$ cat src/rtl/ring_ctrl.sv
// Chime/alarm sequencer for the clock's buzzer stage. It produces the ring select code
// and the clk_slow/clk_fast gating waves, all registered one clk behind the FSM state.
//
// state | meaning
// IDLE  | silent, dividers held at zero
// CHIME | hourly slow-pattern chime, CHIME_SECS further ticks
// ALARM | alarm fast pattern, ALARM_SECS further ticks
module ring_ctrl #(
   parameter int SLOW_DIV   = 500,
   parameter int FAST_DIV   = 125,
   parameter int CHIME_SECS = 5,
   parameter int ALARM_SECS = 30
) (
   input  logic       clk_i,
   input  logic       rst_i,
   input  logic       sec_tick_i,
   input  logic [7:0] hour_i,
   input  logic [7:0] min_i,
   input  logic [7:0] sec_i,
   input  logic [7:0] alarm_hour_i,
   input  logic [7:0] alarm_min_i,
   input  logic       alarm_en_i,
   input  logic       stop_i,
   output logic [1:0] ring_o,
   output logic       clk_slow_o,
   output logic       clk_fast_o,
   output logic       busy_o
);

   localparam int SW = (SLOW_DIV > 1) ? $clog2(SLOW_DIV) : 1;
   localparam int FW = (FAST_DIV > 1) ? $clog2(FAST_DIV) : 1;
   localparam int DMAX = (ALARM_SECS > CHIME_SECS) ? ALARM_SECS : CHIME_SECS;
   localparam int DW = $clog2(DMAX + 1);

   typedef enum logic [1:0] {
      IDLE  = 2'b00,
      CHIME = 2'b01,
      ALARM = 2'b10
   } state_t;

   state_t          state_q, state_d;
   logic [DW-1:0]   dur_q, dur_d;
   logic [SW-1:0]   slow_cnt_q, slow_cnt_d;
   logic [FW-1:0]   fast_cnt_q, fast_cnt_d;
   logic            clk_slow_q, clk_slow_d;
   logic            clk_fast_q, clk_fast_d;
   logic [1:0]      ring_q, ring_d;
   logic            busy_q, busy_d;

   logic alarm_hit;
   logic chime_hit;
   logic div_run;
   logic slow_wrap;
   logic fast_wrap;

   assign alarm_hit = sec_tick_i & alarm_en_i & (hour_i == alarm_hour_i)
                      & (min_i == alarm_min_i) & (sec_i == 8'h00);
   assign chime_hit = sec_tick_i & (min_i == 8'h00) & (sec_i == 8'h00);

   always_ff @(posedge clk_i) begin
      if (rst_i) begin
         state_q    <= IDLE;
         dur_q      <= '0;
         slow_cnt_q <= '0;
         fast_cnt_q <= '0;
         clk_slow_q <= 1'b0;
         clk_fast_q <= 1'b0;
         ring_q     <= 2'b00;
         busy_q     <= 1'b0;
      end else begin
         state_q    <= state_d;
         dur_q      <= dur_d;
         slow_cnt_q <= slow_cnt_d;
         fast_cnt_q <= fast_cnt_d;
         clk_slow_q <= clk_slow_d;
         clk_fast_q <= clk_fast_d;
         ring_q     <= ring_d;
         busy_q     <= busy_d;
      end
   end

   // stop outranks every trigger, including an alarm preempting a chime
   always_comb begin
      state_d = state_q;
      dur_d   = dur_q;
      case (state_q)
         IDLE: begin
            if (!stop_i) begin
               if (alarm_hit) begin
                  state_d = ALARM;
                  dur_d   = DW'(ALARM_SECS);
               end else if (chime_hit) begin
                  state_d = CHIME;
                  dur_d   = DW'(CHIME_SECS);
               end
            end
         end
         CHIME: begin
            if (stop_i) begin
               state_d = IDLE;
               dur_d   = '0;
            end else if (alarm_hit) begin
               state_d = ALARM;
               dur_d   = DW'(ALARM_SECS);
            end else if (sec_tick_i) begin
               dur_d = dur_q - DW'(1);
               if (dur_q <= DW'(1)) begin
                  state_d = IDLE;
                  dur_d   = '0;
               end
            end
         end
         ALARM: begin
            if (stop_i) begin
               state_d = IDLE;
               dur_d   = '0;
            end else if (sec_tick_i) begin
               dur_d = dur_q - DW'(1);
               if (dur_q <= DW'(1)) begin
                  state_d = IDLE;
                  dur_d   = '0;
               end
            end
         end
         default: begin
            state_d = IDLE;
            dur_d   = '0;
         end
      endcase
   end

   // Dividers start counting once ring is visible so the first toggle lands DIV clks later
   assign div_run   = (state_q != IDLE) & busy_q;
   assign slow_wrap = (slow_cnt_q == SW'(SLOW_DIV - 1));
   assign fast_wrap = (fast_cnt_q == FW'(FAST_DIV - 1));

   always_comb begin
      ring_d     = 2'b00;
      busy_d     = 1'b0;
      slow_cnt_d = '0;
      fast_cnt_d = '0;
      clk_slow_d = 1'b0;
      clk_fast_d = 1'b0;
      case (state_q)
         CHIME:   ring_d = 2'b01;
         ALARM:   ring_d = 2'b10;
         default: ring_d = 2'b00;
      endcase
      if (state_q != IDLE) begin
         busy_d     = 1'b1;
         clk_slow_d = clk_slow_q;
         clk_fast_d = clk_fast_q;
         if (div_run) begin
            slow_cnt_d = slow_wrap ? '0 : slow_cnt_q + SW'(1);
            fast_cnt_d = fast_wrap ? '0 : fast_cnt_q + FW'(1);
            if (slow_wrap) clk_slow_d = ~clk_slow_q;
            if (fast_wrap) clk_fast_d = ~clk_fast_q;
         end
      end
   end

   assign ring_o     = ring_q;
   assign busy_o     = busy_q;
   assign clk_slow_o = clk_slow_q;
   assign clk_fast_o = clk_fast_q;

endmodule

$ cat config.mk
export PLATFORM = sky130hd
export DESIGN_NAME = ring_ctrl
export DESIGN_NICKNAME = d
export VERILOG_FILES = /design/src/rtl/ring_ctrl.sv
export SDC_FILE = /design/constraint.sdc
export NUM_CORES = 1
export LEC_CHECK = 0
export BUFFER_PORTS_ARGS = -buffer_cell sky130_fd_sc_hd__buf_4
export CORE_MARGIN = 4
export CORE_UTILIZATION = 53
export CTS_BUF_LIST = sky130_fd_sc_hd__clkbuf_2 sky130_fd_sc_hd__clkbuf_4 sky130_fd_sc_hd__clkbuf_8
export DETAILED_ROUTE_END_ITERATION = 16
export GPL_TIMING_DRIVEN = 0
export PLACE_DENSITY = 0.82
export SLEW_MARGIN = 20
export SYNTH_ARGS = -nofsm -noshare
export SYNTH_HDL_FRONTEND = slang
export SYNTH_SLANG_ARGS = --single-unit
$ cat constraint.sdc
create_clock -name clk_i -period 2.75 [get_ports clk_i]
set_clock_uncertainty 0.2 [all_clocks]
set_input_delay 0.1375 -clock clk_i [delete_from_list [all_inputs] [get_ports clk_i]]
set_output_delay 0.1375 -clock clk_i [all_outputs]
set_load 0.1 [all_outputs]
==> impl_summary.log <==
INFO  metric io_pins = 50
INFO  metric clockRootBuffer = sky130_fd_sc_hd__clkbuf_4
INFO  metric insertion_delay_of_the_later_clocked_pin_in_the_worst_skew_pair = 320 ps
INFO  metric slew_headroom = 35.1%
INFO  metric total_wirelength_of_the_detailed_routed_design = 3450 µm
INFO  metric antenna_cells_inserted = 0
INFO  metric tritoncts_clock_tree = yes
INFO  metric timing_worst_setup_path_type = reg2reg
INFO  metric reg2reg_to = dur_q[2]
INFO  metric crit_path_start_kind = flip-flop
INFO  metric preCtsSetupSlack = 376 ps
INFO  metric yosys_warnings = 0
INFO  metric critPathCaptureType = flip-flop
INFO  metric syn_to_final_growth = 27.9%
INFO  metric synth_enable_flop_cells = 0
INFO  metric final_hold_viol_count = 0
INFO  metric placement.io_buffers = 48
INFO  metric syn-cell-area = 0.00163 mm²
INFO  metric grt_setup_unrepaired = no
INFO  metric globalRoute.totalOverflow = 0
INFO  metric detail-route-antenna-nets = 0
INFO  metric number_of_buffers_created_by_cts = 3
INFO  metric initial_antenna_violation_count = 0
INFO  metric rr_worst_depth = 6
INFO  metric seq_power_share = 57.4%
INFO  metric critPathMaxFanout = 5
INFO  metric maximum_number_of_pins_on_one_net_before_global_route_repair = 16
INFO  metric worstSetupStartpoint = dur_q[0]
INFO  metric synthesis.nets = 237
INFO  metric post_layout_nonfiller_instances = 272
INFO  metric yosysSeqAreaShare = 34.3%
INFO  metric leading_post_synthesis_cells_by_cell_area = sky130_fd_sc_hd__dfxtp_1 34%, sky130_fd_sc_hd__xnor2_1 9.7%, sky130_fd_sc_hd__xor2_1 8.0%
INFO  metric ys_types = 41
INFO  metric grt_first_pass_wirelength = 5780 µm
INFO  metric power_per_cell_area = 339 mW/mm²
INFO  metric setup_violations = 0
INFO  metric grt_pass1_vias = 1378
INFO  metric nFillCells = 228
INFO  metric timing_max_transition_violations_final = 0
INFO  metric power.switching = 0.157 mW
INFO  metric routabilityCongestion = 0.855
INFO  metric internal_power = 0.550 mW
INFO  metric placeableCoreArea = 0.00285 mm²
INFO  metric synthCells = 187
INFO  metric die_height = 63.5 µm
INFO  metric required = 2790 ps
INFO  metric worst_ep_arrival_time = 2100 ps
INFO  metric slew_of_the_pin_with_the_lowest_slew_margin = 966 ps
INFO  metric fp.dieArea = 0.00403 mm²
INFO  metric layout_commonest_cell = sky130_fd_sc_hd__buf_4
INFO  metric switching_share = 22.2%
INFO  metric final_critical_path_setup_slack = 688 ps
INFO  metric routed-via-count = 1478
INFO  metric final.setup.tns = 0 ps
INFO  metric clock_path_buffers = 2
INFO  metric ir_drop = 184 µV
INFO  metric clkSlewWorstSetupHoldPaths = 140 ps
INFO  metric synth.ff_latch_count = 28
INFO  metric final_min_period_over_clock_period = 75.0%
INFO  metric drc = 0
INFO  metric endpoint = dur_q[2]
INFO  metric top_cell_type_by_total_area_after_synthesis = sky130_fd_sc_hd__dfxtp_1
INFO  metric detailed_place_hpwl = 2800 µm
INFO  metric viasPerCell = 5.43
INFO  metric commonest_register_cell_after_synthesis = sky130_fd_sc_hd__dfxtp_1
INFO  metric count_of_tritonroute_iterations_in_the_first_routing_pass = 4
INFO  metric ff2ff_setup_slack = 690 ps
INFO  metric post-synth-top-area-fraction = 34.3%
INFO  metric core.rowCount = 19
INFO  metric clockPowerShare = 28.0%
INFO  metric grt_util_all_layers = 17.8%
INFO  metric die_w = 63.5 µm
INFO  metric cts-htree-levels = 1
INFO  metric nNetsFinal = 292
INFO  metric layout_common_cells = 48 x sky130_fd_sc_hd__buf_4, 28 x sky130_fd_sc_hd__dfxtp_1, 23 x sky130_fd_sc_hd__nor2_1
INFO  metric numClockSinks = 28
INFO  metric power.leakage = 0.854 nW
INFO  metric synth.avg_cell_area = 8.73 µm²
INFO  metric placed_cells = 266
INFO  metric pwr-share-comb = 14.6%
INFO  metric fin_crit = 2060 ps
INFO  metric max_cap_viol_count = 0
INFO  metric post-cts-setup-buffers = 0
INFO  metric r2r-start = dur_q[0]
INFO  metric status = finished, final reports clean
INFO  metric fmax = 0.485 GHz
INFO  metric initial_standard_cell_utilization_of_the_core = 57.2%
INFO  metric final_layout_size_suffix_gt1_share = 27.0%
INFO  metric fin_worst_hold_slack = 74.5 ps
INFO  metric async_reset_ff_share = 0%
INFO  metric detail_route.wl_per_cell = 12.7 µm
INFO  metric dr.first_iter.drc_count = 114
INFO  metric finalCoreUtilization = 73.2%
INFO  metric worstHoldPathType = in2reg
[worst max-delay path, stage by stage (launching register included)]
cell and delay (ps):
sky130_fd_sc_hd__dfxtp_1 450, sky130_fd_sc_hd__ha_1 180, sky130_fd_sc_hd__o21ba_2 170, sky130_fd_sc_hd__or2_2 290
sky130_fd_sc_hd__a211o_1 260, sky130_fd_sc_hd__a22o_2 220, sky130_fd_sc_hd__a32o_2 210
[power by group through the flow]
stage,registers [mW],logic (mW),clock network (mW)
after floorplan,0.415,0.0395,0
final,0.406,0.103,0.198
after CTS,0.406,0.104,0.207
after global placement,0.415,0.0997,0
after detailed placement,0.415,0.101,0
after global routing,0.406,0.113,0.222
[cells by family (layout without fill, tap and decap cells)]
logic type / after synthesis / after routing / synth area share [%]
compound gates: 22 / 22 / 10.8
xor+xnor: 33 / 33 / 17.7
fa+ha+maj: 5 / 5 / 3.83
buf+inv: 12 / 66 / 2.83
flops: 28 / 28 / 34.3
mux: 4 / 4 / 2.76
simple gates: 83 / 83 / 27.7
[cell usage after synthesis, types with 2 or more instances]
library cell	instances
sky130_fd_sc_hd__mux2i_1	3
sky130_fd_sc_hd__nand4_1	5
sky130_fd_sc_hd__a31oi_1	4
sky130_fd_sc_hd__and3_1	5
sky130_fd_sc_hd__xnor2_1	18
sky130_fd_sc_hd__nand2_1	17
sky130_fd_sc_hd__o21ai_0	3
sky130_fd_sc_hd__nor3_1	8
sky130_fd_sc_hd__nand3_1	5
sky130_fd_sc_hd__inv_1	9
sky130_fd_sc_hd__a211oi_1	2
sky130_fd_sc_hd__xor2_1	15
sky130_fd_sc_hd__a21oi_1	3
sky130_fd_sc_hd__and2_1	2
sky130_fd_sc_hd__or3_1	2
sky130_fd_sc_hd__ha_1	5
sky130_fd_sc_hd__dfxtp_1	28
sky130_fd_sc_hd__clkbuf_1	2
sky130_fd_sc_hd__or2_2	3
sky130_fd_sc_hd__nor4_2	2
sky130_fd_sc_hd__nor4_1	2
sky130_fd_sc_hd__nor2_1	23
sky130_fd_sc_hd__nand3b_1	2
sky130_fd_sc_hd__o31ai_1	2
[per-stage QoR]
step	cell area, µm²	power (mW)
2_1_floorplan	1630	0.454
3_3_place_gp	2030	0.514
3_5_place_dp	2030	0.516
4_1_cts	2090	0.716
5_1_grt	2090	0.741
6_report	2090	0.707
[how the worst min path moves through the flow]
| stage | startpoint | end | cells past startpoint |
|---|---|---|---|
| floorplan | rst_i | ring_o[1] | 1 |
| global placement | rst_i | ring_o[1] | 2 |
| detailed placement | rst_i | ring_o[1] | 2 |
| CTS | alarm_en_i | state_q[1] | 5 |
| global route | alarm_en_i | state_q[1] | 5 |
| finish | alarm_en_i | state_q[1] | 5 |
[what timing repair did]
action	CTS	global route
hold buffers	2	0
endpoints found under the hold margin	7	0
resized for setup	0	0
[state kept, by name, summed over array words and instances, names as in the netlist]
| name | cells |
|---|---|
| state_q | 2 |
| fast_cnt_q | 7 |
| clk_fast_o | 1 |
| slow_cnt_q | 9 |
| dur_q | 5 |
| ring_o | 2 |
| clk_slow_o | 1 |
| busy_o | 1 |
[area by class of cell]
| cell class | count | area (µm²) | area share (%) |
|---|---|---|---|
| multi-input combinational | 147 | 1030 | 49.1 |
| sequential | 28 | 561 | 26.8 |
| timing repair buffer | 50 | 380 | 18.2 |
| tap | 31 | 38.8 | 1.86 |
| clock buffer | 4 | 36.3 | 1.74 |
| inverter | 9 | 33.8 | 1.62 |
| buffer | 3 | 12.5 | 0.599 |
[routing by layer]
layer / vias to the layer above / share of wire [%] / track usage, %
met1: 647 / 46 / 23.8
met3: 2 / 8.6 / 3.91
met4: 0 / 0.58 / 7.28
met5: - / 0 / 0
li1: 763 / - / -
met2: 66 / 45 / 27.6
No activity file was read; power rests on OpenSTA's default activity.
